## src/rtl/t04_mem_arb_pkg.sv

```systemverilog
// Shared types and constants for the instruction/data memory arbiter.
// Imported by the arbiter top and its transaction timer.
package t04_mem_arb_pkg;

  typedef enum logic [1:0] {
    IDLE,
    I_BUS,
    D_BUS,
    RESP
  } arb_state_t;

  typedef enum logic [1:0] {
    OP_FETCH,
    OP_LOAD,
    OP_STORE
  } arb_op_t;

  localparam int unsigned DEFAULT_TIMEOUT = 255;

endpackage

```

## src/rtl/t04_arb_timer.sv

```systemverilog
// Per-transaction cycle counter. It counts up while enabled and flags
// the final allowed bus cycle of a transaction.
module t04_arb_timer #(
  parameter int unsigned TIMEOUT = 255
) (
  input  logic clk,
  input  logic rst,
  input  logic clear,
  input  logic enable,
  output logic expired
);

  localparam int unsigned CNT_W = $clog2(TIMEOUT + 1);
  localparam logic [CNT_W-1:0] LAST = CNT_W'(TIMEOUT - 1);

  logic [CNT_W-1:0] cnt_q;
  logic [CNT_W-1:0] cnt_d;

  always_comb begin
    cnt_d = cnt_q;
    if (clear) begin
      cnt_d = '0;
    end else if (enable) begin
      cnt_d = cnt_q + 1'b1;
    end
  end

  always_ff @(posedge clk) begin
    if (!rst) begin
      cnt_q <= '0;
    end else begin
      cnt_q <= cnt_d;
    end
  end

  // High during the last cycle the strobe may stay up.
  assign expired = (cnt_q == LAST);

endmodule

```

## src/rtl/t04_mem_arbiter.sv

```systemverilog
// Serialises instruction fetches and data loads/stores onto one bus port.
// Grants are latched, completions return one-cycle acks with registered data.
module t04_mem_arbiter
  import t04_mem_arb_pkg::*;
#(
  parameter int          ADDR_W  = 32,
  parameter int          DATA_W  = 32,
  parameter int unsigned TIMEOUT = DEFAULT_TIMEOUT
) (
  input  logic              clk,
  input  logic              rst,
  input  logic              i_req,
  input  logic [ADDR_W-1:0] i_addr,
  input  logic              d_read,
  input  logic              d_write,
  input  logic [ADDR_W-1:0] d_addr,
  input  logic [DATA_W-1:0] d_wdata,
  input  logic [3:0]        d_sel,
  output logic              bus_read,
  output logic              bus_write,
  output logic [ADDR_W-1:0] bus_adr,
  output logic [DATA_W-1:0] bus_dat_o,
  output logic [3:0]        bus_sel,
  input  logic [DATA_W-1:0] bus_dat_i,
  input  logic              bus_ack,
  output logic              i_ack,
  output logic              d_ack,
  output logic [DATA_W-1:0] instruction,
  output logic [DATA_W-1:0] memload,
  output logic              timeout_err
);

  arb_state_t        state_q, state_d;
  arb_op_t           op_q, op_d;
  logic              bus_read_q, bus_read_d;
  logic              bus_write_q, bus_write_d;
  logic [ADDR_W-1:0] bus_adr_q, bus_adr_d;
  logic [DATA_W-1:0] bus_dat_o_q, bus_dat_o_d;
  logic [3:0]        bus_sel_q, bus_sel_d;
  logic              i_ack_q, i_ack_d;
  logic              d_ack_q, d_ack_d;
  logic [DATA_W-1:0] instruction_q, instruction_d;
  logic [DATA_W-1:0] memload_q, memload_d;
  logic              timeout_err_q, timeout_err_d;

  logic in_bus;
  logic timer_expired;

  assign in_bus = (state_q == I_BUS) || (state_q == D_BUS);

  t04_arb_timer #(
    .TIMEOUT (TIMEOUT)
  ) u_timer (
    .clk     (clk),
    .rst     (rst),
    .clear   (!in_bus),
    .enable  (in_bus),
    .expired (timer_expired)
  );

  always_comb begin
    state_d       = state_q;
    op_d          = op_q;
    bus_read_d    = 1'b0;
    bus_write_d   = 1'b0;
    bus_adr_d     = bus_adr_q;
    bus_dat_o_d   = bus_dat_o_q;
    bus_sel_d     = bus_sel_q;
    i_ack_d       = 1'b0;
    d_ack_d       = 1'b0;
    instruction_d = instruction_q;
    memload_d     = memload_q;
    timeout_err_d = timeout_err_q;

    case (state_q)
      IDLE: begin
        // Data beats fetch; store beats load.
        if (d_write) begin
          state_d     = D_BUS;
          op_d        = OP_STORE;
          bus_write_d = 1'b1;
          bus_adr_d   = d_addr;
          bus_dat_o_d = d_wdata;
          bus_sel_d   = d_sel;
        end else if (d_read) begin
          state_d     = D_BUS;
          op_d        = OP_LOAD;
          bus_read_d  = 1'b1;
          bus_adr_d   = d_addr;
          bus_dat_o_d = '0;
          bus_sel_d   = 4'hF;
        end else if (i_req) begin
          state_d     = I_BUS;
          op_d        = OP_FETCH;
          bus_read_d  = 1'b1;
          bus_adr_d   = i_addr;
          bus_dat_o_d = '0;
          bus_sel_d   = 4'hF;
        end
      end

      I_BUS, D_BUS: begin
        if (bus_ack) begin
          state_d = RESP;
          if (op_q == OP_FETCH) begin
            instruction_d = bus_dat_i;
            i_ack_d       = 1'b1;
          end else begin
            if (op_q == OP_LOAD) begin
              memload_d = bus_dat_i;
            end
            d_ack_d = 1'b1;
          end
        end else if (timer_expired) begin
          // Forced completion: reads return zero, the error flag sticks.
          state_d       = RESP;
          timeout_err_d = 1'b1;
          if (op_q == OP_FETCH) begin
            instruction_d = '0;
            i_ack_d       = 1'b1;
          end else begin
            if (op_q == OP_LOAD) begin
              memload_d = '0;
            end
            d_ack_d = 1'b1;
          end
        end else begin
          bus_read_d  = bus_read_q;
          bus_write_d = bus_write_q;
        end
      end

      RESP: begin
        state_d = IDLE;
      end

      default: begin
        state_d = IDLE;
      end
    endcase
  end

  always_ff @(posedge clk) begin
    if (!rst) begin
      state_q       <= IDLE;
      op_q          <= OP_FETCH;
      bus_read_q    <= 1'b0;
      bus_write_q   <= 1'b0;
      bus_adr_q     <= '0;
      bus_dat_o_q   <= '0;
      bus_sel_q     <= 4'h0;
      i_ack_q       <= 1'b0;
      d_ack_q       <= 1'b0;
      instruction_q <= '0;
      memload_q     <= '0;
      timeout_err_q <= 1'b0;
    end else begin
      state_q       <= state_d;
      op_q          <= op_d;
      bus_read_q    <= bus_read_d;
      bus_write_q   <= bus_write_d;
      bus_adr_q     <= bus_adr_d;
      bus_dat_o_q   <= bus_dat_o_d;
      bus_sel_q     <= bus_sel_d;
      i_ack_q       <= i_ack_d;
      d_ack_q       <= d_ack_d;
      instruction_q <= instruction_d;
      memload_q     <= memload_d;
      timeout_err_q <= timeout_err_d;
    end
  end

  assign bus_read    = bus_read_q;
  assign bus_write   = bus_write_q;
  assign bus_adr     = bus_adr_q;
  assign bus_dat_o   = bus_dat_o_q;
  assign bus_sel     = bus_sel_q;
  assign i_ack       = i_ack_q;
  assign d_ack       = d_ack_q;
  assign instruction = instruction_q;
  assign memload     = memload_q;
  assign timeout_err = timeout_err_q;

endmodule

```

## config.mk

```make
export PLATFORM = sky130hd
export DESIGN_NAME = t04_mem_arbiter
export DESIGN_NICKNAME = d
export VERILOG_FILES = /design/src/rtl/t04_mem_arb_pkg.sv /design/src/rtl/t04_arb_timer.sv /design/src/rtl/t04_mem_arbiter.sv
export SDC_FILE = /design/constraint.sdc
export NUM_CORES = 1
export LEC_CHECK = 0
export ABC_AREA = 1
export CAP_MARGIN = 20
export CORE_AREA = 2 2 119 121
export DETAILED_ROUTE_END_ITERATION = 12
export DIE_AREA = 0 0 121 123
export PLACE_DENSITY = 0.85
export RECOVER_POWER = 50
export SLEW_MARGIN = 15
export SYNTH_ARGS = -nofsm -noshare
export SYNTH_HDL_FRONTEND = slang
export SYNTH_SLANG_ARGS = --single-unit
```

## constraint.sdc

```tcl
create_clock -name clk -period 5.3 [get_ports clk]
set_clock_uncertainty 0.15 [all_clocks]
set_input_delay 1.06 -clock clk [delete_from_list [all_inputs] [get_ports clk]]
set_output_delay 1.06 -clock clk [all_outputs]
set_load 0.03 [all_outputs]
```

==> run metrics, run 1 <==
status finished clean; final hold viol count 0; CTS tree done; Synth Cell Area 6000 um^2; Tmin final 3.94 ns; sw power ~1.6 mW; CP Capture Type flop; leakage around 4.1 nW; Primary FF master, synth dfxtp_1; largest net degree at the start of global routing 66; clk_lat worst skew between 0.4 and 0.5 ns; number of synthesized flops with an enable pin 0; Clock Sink Count between 100 and 150; area taken by multi-input logic gates roughly 2500 um^2; Critical Path Max Stage Delay 1.00 ns; Synth Area in Compound Gates 0.124; Routed Antenna Nets 0; Syn Area/Cell between 7 and 8 um^2; clock tree buffer depth 2; Final Wtd Congestion roughly 0.87; Vias 6171; Cell Int Power 2.62 mW; Yosys top cell by area dfxtp_1; CTS buffer count 17; final setup fails 0; sequential area share after synthesis 0.497; detail-routed via count per cell 4.79; kind of critical path in2reg; Syn Nets a little under 1000; Power Density approximately 450 nW/um^2; Max VDD drop approximately 0.00024 V; gr usage total 0.239; Die Height approximately 120 um; Synth warnings 0; Logic pwr share 0.366; busiest layer in global routing met2; buffer count from post-CTS setup fixing 0; Area growth, synth to finish 55.7%; Slew @ Worst Pin around 1.4 ns; Final HPWL DP around 12000 um; die area 14900 um^2; worst hold path class reg2reg; GR Util met2 0.406; CORE AREA ~14000 um^2; register area 2980 um^2; drt wl/cell 13.9 um; Starting Density 0.441; overall power 4.17 mW; Port Buffers between 200 and 300; simple-gate share of the synthesized area 0.290; crit start category input port; DRT Pass-1 Iters 4; # rows between 40 and 50; CP Buf/Inv Count 4; Crit-path slowest cell clkbuf_1; largest family of logic cells by synthesized area simple AND/OR/NAND/NOR gates; post-synthesis adder-cell area fraction 0.00834; pre-CTS WS about 1.8 ns; grt met3 use 0.0872; Slew HR 0.0862; Clk pwr share 0.296; initial antenna violation count 0; Crit path max-delay family buffers and inverters; Final Net Count roughly 1200; RSZ-0062 raised after global routing false; Fill cells around 1100; switching share of power 0.372; Inst Count DP 1256; CTS Hold Buffers Added 0; share of layout cells above drive strength 1 0.0451; Worst EP arrival between 4 and 5 ns; root buffer cell clkbuf_16; CP Cell Sequence dlygate4sd3_1 -> clkbuf_1 -> inv_1 -> buf_4 -> a21oi_1; DRC violations left 0; IO Count ~280; routed wire length 17900 um; Max Fclk 254 MHz; Max Cap Viol 0; drt initial violations between 300 and 400; sequential power share 0.338; list of most frequent post-synthesis cells 339 x nand2_1, 149 x dfxtp_1, 104 x a21oi_1; CTS H-tree depth 4; post_cts resized 0; Fin Setup TNS 0 ns; most common cell in the netlist nand2_1; antenna cell count 0; max-slew violation count 0; GRT met1 Usage 0.272; remaining global-route overflow 0; vias in the first global route 5881; Synth Register Bits between 100 and 150; post-synthesis mux area share 0; Die W roughly 120 um; clock slew at reported path FFs around 0.060 ns; first-pass GRT wire length around 28000 um; worst-path fanout max 42; cell count after synthesis around 850; library cells used by synthesis 24; top post-synthesis cells by area dfxtp_1 50%, nand2_1 21%, a21oi_1 8.7%; FFs w/ async S/R, synth 0; Final Cycle Share 0.744; Yosys top cell area share 0.497; final worst setup slack roughly 1.4 ns; Synth Area in XOR/XNOR 0; count of non-filler cells in the finished layout around 1300; Worst EP required between 5 and 6 ns
## kinds of logic (layout without fill, tap and decap cells)
group / count (synthesis) / count (layout)
AO/OA/AOI/OAI: 148 / 148
adder cells (fa/ha/maj): 4 / 4
buffers and inverters: 99 / 362
flip-flops: 149 / 149
AND/OR/NAND/NOR: 446 / 446
## flip-flops by register name (all words and copies together), names as in the netlist, 2 cells and up
name / flops
bus_adr: 32
bus_dat_o: 32
bus_sel: 4
instruction: 32
memload: 32
op_q: 2
state_q: 2
u_timer.cnt_q: 8
## cells in the final DEF (no fill, tap or decap), drive strengths merged
cell type	synthesis	routed
a21oi	104	104
clkinv	0	6
dlygate4sd3	0	94
a31oi	1	1
nor3	2	2
nor2	90	90
bufinv	0	3
clkinvlp	0	3
clkbuf	19	21
dfxtp	149	149
clkdlybuf4s50	0	180
o21ai	41	41
inv	49	49
or2	1	1
buf	31	6
nand3	7	7
o21a	2	2
ha	4	4
nor3b	1	1
nand2	345	345
## metal layers
| layer | wire (um) | vias to the layer above |
|---|---|---|
| li1 | - | 3132 |
| met1 | 7330 | 2795 |
| met2 | 8730 | 208 |
| met3 | 1430 | 36 |
| met4 | 456 | 0 |
| met5 | 0 | - |
## worst paths after layout
kind / cells past startpoint / to / slack, ns / startpoint
worst max register to register: 7 / instruction[11] / 2.68 / state_q[1]
worst min-delay path: 2 / memload[24] / 0.30 / memload[24]
worst min register to register: 2 / memload[24] / 0.30 / memload[24]
worst max-delay path: 5 / instruction[25] / 1.36 / rst
## power by group through the flow
stage / sequential [mW] / clock (mW) / combinational, mW
floorplan: 1.77 / 0 / 0.655
global placement: 1.43 / 0 / 1.53
detailed placement: 1.43 / 0 / 1.55
CTS: 1.41 / 1.25 / 1.56
global route: 1.43 / 1.30 / 1.66
finish: 1.41 / 1.23 / 1.53
## stage by stage
step	area (um^2)	hold slack, ns	utilization
finish	9340	0.304	0.686
global route	9340	0.322	0.686
CTS	9330	0.310	0.685
detailed placement	8720	0.302	0.640
global placement	8720	0.292	0.640
floorplan	6000	0.280	-
## final cells by class
class,instances,area share
Sequential cell,149,0.319
Clock buffer,20,0.0489
Timing Repair Buffer,281,0.300
Clock inverter,12,0.0165
Inverter,49,0.0197
Multi-Input combinational cell,598,0.272
Tap cell,180,0.0241
## worst register-to-register path, cell delays in order (launching register included)
cell	delay [ns]
dfxtp_1	0.33
inv_1	0.06
ha_1	0.34
inv_2	0.09
nor2_4	0.61
nand2_2	0.59
nand2_1	0.23
a21oi_1	0.09
(Power assumes the default switching activity.)
==> run 2, diff against run 1 <==
--- a/config.mk
+++ b/config.mk
@@ -7,10 +7,10 @@
 export LEC_CHECK = 0
 export ABC_AREA = 1
 export CAP_MARGIN = 20
-export CORE_AREA = 2 2 119 121
+export CORE_AREA = 2 2 123 125
 export DETAILED_ROUTE_END_ITERATION = 12
-export DIE_AREA = 0 0 121 123
-export PLACE_DENSITY = 0.85
+export DIE_AREA = 0 0 125 127
+export PLACE_DENSITY = 0.8
 export RECOVER_POWER = 50
 export SLEW_MARGIN = 15
 export SYNTH_ARGS = -nofsm -noshare
==> constraint.sdc (replaced) <==
create_clock -name clk -period 4.05 [get_ports clk]
set_clock_uncertainty 0.15 [all_clocks]
set_input_delay 0.81 -clock clk [delete_from_list [all_inputs] [get_ports clk]]
set_output_delay 0.81 -clock clk [all_outputs]
set_load 0.03 [all_outputs]
==> run metrics, run 2 (synthesis results as in run 1) <==
Port Buffers between 200 and 300; root buffer cell clkbuf_16; leakage 4.00 nW; GRT met1 Usage 0.261; drt wl/cell roughly 14 um; Die W between 100 and 150 um; commonest non-fill, non-tap cell in the layout nand2_1; first-pass GRT wire length 29200 um; kind of critical path in2reg; Crit path max-delay family buffers and inverters; remaining global-route overflow 0; count of non-filler cells in the finished layout 1294; Worst EP required slightly above 4 ns; Final Cycle Share 0.777; drt initial violations 285; gr usage total 0.228; CTS Hold Buffers Added 0; CORE AREA between 10000 and 15000 um^2; Vias 6191; Final Wtd Congestion just over 0.8; Die Height 127 um; Max Cap Viol 2; failing checks capacitance limit, slew limit; antenna cell count 0; Critical Path Max Stage Delay 1.18 ns; Power Density roughly 590 nW/um^2; CP Capture Type flop; GR Util met2 0.387; CTS tree done; largest net degree at the start of global routing 63; DRT Pass-1 Iters 4; RSZ-0062 raised after global routing false; CTS H-tree depth 4; Clk pwr share 0.300; clk_lat worst skew approximately 0.41 ns; Slew HR -0.175; status finished, violations left; crit start category input port; CP dominant cell by count nand2_1; Crit-path slowest cell clkbuf_1; final setup fails 0; clock tree buffer depth 2; fin area 9350 um^2; DRC violations left 0; Inst Count DP ~1300; post_cts resized 0; Clock Sink Count roughly 150; grt met3 use 0.0892; Final Net Count 1239; detail-routed via count per cell approximately 4.8; worst hold path class reg2reg; routed wire length about 18000 um; Logic pwr share 0.363; placed cell area about 8700 um^2; post-layout util 0.648; sw power roughly 2.0 mW; busiest layer in global routing met2; IO Count 275; vias in the first global route ~5900; Max Fclk 318 MHz; initial antenna violation count 0; Slew @ Worst Pin 1.76 ns; share of layout cells above drive strength 1 0.0441; Cell Int Power around 3.5 mW; clock slew at reported path FFs ~0.060 ns; Routed Antenna Nets 0; overall power ~5.5 mW; max-slew violation count a little under 80; CP Cell Sequence clkdlybuf4s50_1 -> clkbuf_1 -> nor2_1 -> nand2_1 -> nand2_1 -> nand2_1 -> a21oi_1; Worst EP arrival between 3 and 4 ns; Final HPWL DP between 10000 and 15000 um; sequential power share 0.337; buffer count from post-CTS setup fixing 0; worst-path fanout max 35; CTS buffer count 17; Area growth, synth to finish 55.8%; most frequent cells in the layout 340 x nand2_1, 205 x clkdlybuf4s50_1, 149 x dfxtp_1; die area around 16000 um^2; final hold viol count 0; # rows 44; Starting Density 0.416; switching share of power 0.368; Max VDD drop 0.000415 V; CP Buf/Inv Count 2; Tmin final approximately 3.1 ns; Fin Setup TNS 0 ns
-- run 2: power groups by stage --
stage / combinational [mW] / clock [mW] / sequential (mW)
2_1_floorplan: 0.858 / 0 / 2.32
3_3_place_gp: 2.02 / 0 / 1.87
3_5_place_dp: 2.04 / 0 / 1.88
4_1_cts: 2.05 / 1.67 / 1.85
5_1_grt: 2.17 / 1.75 / 1.88
6_report: 1.99 / 1.65 / 1.85
-- run 2: final timing paths --
kind	startpoint	endpoint	slack, ns	cells past startpoint
max	bus_ack	state_q[1]	0.90	7
min	memload[25]	memload[25]	0.31	2
max reg2reg	state_q[1]	instruction[11]	1.39	8
min reg2reg	memload[25]	memload[25]	0.31	2
-- run 2: through the flow --
step                      setup WS (ns)  hold WS (ns)
after floorplan                    2.25         0.280
after global placement            0.977         0.294
after detailed placement          0.901         0.302
after CTS                          1.33         0.311
after global routing              0.596         0.318
final                             0.903         0.305
-- run 2: worst reg2reg max path: stages (launching register included) --
cell	delay (ns)
dfxtp_1	0.32
inv_1	0.06
ha_1	0.33
inv_2	0.09
nor2_4	0.10
buf_4	0.33
nand2_1	0.75
nand2_1	0.26
a21oi_1	0.08
-- run 2: metal layers --
layer	share of wire	wire length [um]	vias to the layer above
met3	0.090	1650	32
li1	-	-	3131
met4	0.028	510	0
met1	0.41	7480	2801
met2	0.47	8710	227
met5	0	0	-
-- run 2: layout make-up --
class / instances / area (um^2)
clock buffers: 18 / 439
clock inverters: 14 / 184
fillers: 1257 / 5080
inverters: 49 / 184
multi-input cells: 598 / 2530
flip-flops and latches: 149 / 2980
well taps: 184 / 230
repair buffers: 282 / 2790
==> run 3, diff against run 2 <==
==> constraint.sdc (replaced) <==
create_clock -name clk -period 3 [get_ports clk]
set_clock_uncertainty 0.15 [all_clocks]
set_input_delay 0.6 -clock clk [delete_from_list [all_inputs] [get_ports clk]]
set_output_delay 0.6 -clock clk [all_outputs]
set_load 0.03 [all_outputs]
==> run metrics, run 3 (synthesis results as in run 1) <==
Routed Antenna Nets 0; Vias slightly above 6000; sequential power share 0.330; Clock Sink Count 149; final hold viol count 0; Logic pwr share 0.367; detail-routed via count per cell approximately 4.8; Worst EP required about 3 ns; first-pass GRT wire length 29100 um; worst-path fanout max between 100 and 150; Slew HR 0.232; switching share of power 0.364; drt initial violations about 290; Fill cells 1281; IO Count between 200 and 300; Fin Setup TNS 0 ns; Final Wtd Congestion ~0.82; post-layout util 0.652; kind of critical path in2reg; Die Height around 130 um; remaining global-route overflow 0; most frequent cells in the layout 339 x nand2_1, 272 x clkdlybuf4s50_1, 149 x dfxtp_1; Starting Density 0.416; Final Cycle Share 0.750; CTS Hold Buffers Added 0; drt wl/cell ~14 um; final setup fails 0; Max Fclk approximately 440 MHz; die area between 15000 and 20000 um^2; vias in the first global route 5939; gr usage total 0.227; Worst EP arrival about 2.3 ns; Slew @ Worst Pin around 1.2 ns; Max Cap Viol 0; clock tree buffer depth 2; CTS H-tree depth 4; Die W roughly 130 um; routed wire length 18300 um; root buffer cell clkbuf_16; largest net degree at the start of global routing between 100 and 150; CTS tree done; initial antenna violation count 0; worst hold path class reg2reg; clk_lat worst skew about 0.41 ns; Area growth, synth to finish 56.8%; RSZ-0062 raised after global routing false; post_cts resized 0; Power Density roughly 800 nW/um^2; # rows between 40 and 50; Max VDD drop 0.000483 V; sw power roughly 2.8 mW; crit start category input port; share of layout cells above drive strength 1 0.0502; DRC violations left 0; Tmin final 2.25 ns; max-slew violation count 0; Clk pwr share 0.303; DRT Pass-1 Iters 4; commonest non-fill, non-tap cell in the layout nand2_1; CORE AREA between 10000 and 15000 um^2; Cell Int Power about 4.8 mW; Final HPWL DP 12800 um; clock slew at reported path FFs 0.06 ns; CP Capture Type flop; CTS buffer count 17; status finished clean; antenna cell count 0; leakage roughly 3.8 nW; buffer count from post-CTS setup fixing 0; Port Buffers ~270; Final Net Count 1244
## run 3: cell type report
class / instances / area [um^2] / area share
Clock buffer: 21 / 470 / 0.0500
Clock inverter: 11 / 171 / 0.0182
Inverter: 49 / 184 / 0.0195
Multi-Input combinational cell: 598 / 2540 / 0.270
Sequential cell: 149 / 2980 / 0.317
Tap cell: 184 / 230 / 0.0245
Timing Repair Buffer: 287 / 2830 / 0.301
## run 3: path summary, 6_finish.rpt
check	from	to	slack, ns	depth (start not counted)
min	instruction[10]	instruction[10]	0.31	2
min reg2reg	instruction[10]	instruction[10]	0.31	2
max	rst	instruction[25]	0.75	4
max reg2reg	state_q[0]	bus_adr[7]	1.01	7
## run 3: layer usage
layer / track usage / vias to the layer above / wire [um] / share of wire
met5: 0 / - / 0 / 0
met4: 0.0961 / 0 / 467 / 0.025
met3: 0.0879 / 34 / 1570 / 0.086
met2: 0.375 / 227 / 8700 / 0.47
met1: 0.265 / 2784 / 7590 / 0.41
li1: - / 3143 / - / -
## run 3: metrics by stage
| stage | hold slack [ns] | area, um^2 | setup slack, ns | cells | power [mW] |
|---|---|---|---|---|---|
| after floorplan | 0.280 | 6000 | 1.29 | 846 | 4.29 |
| after global placement | 0.295 | 8790 | 0.693 | 1267 | 5.29 |
| after detailed placement | 0.303 | 8790 | 0.660 | 1267 | 5.32 |
| after CTS | 0.312 | 9430 | 0.731 | 1299 | 7.63 |
| after global routing | 0.325 | 9410 | 0.638 | 1299 | 7.97 |
| final | 0.309 | 9410 | 0.749 | 1299 | 7.56 |
## run 3: critical path, stage by stage
cell and delay, ns:
dlygate4sd3_1 0.62, clkinv_1 0.07, clkbuf_4 0.86, a21oi_1 0.11
## run 3: power groups by stage
stage               clock network, mW  logic [mW]  registers, mW
finish                           2.29        2.78           2.50
global route                     2.42        3.01           2.54
CTS                              2.33        2.80           2.50
detailed placement                  0        2.79           2.53
global placement                    0        2.77           2.52
floorplan                           0        1.16           3.13
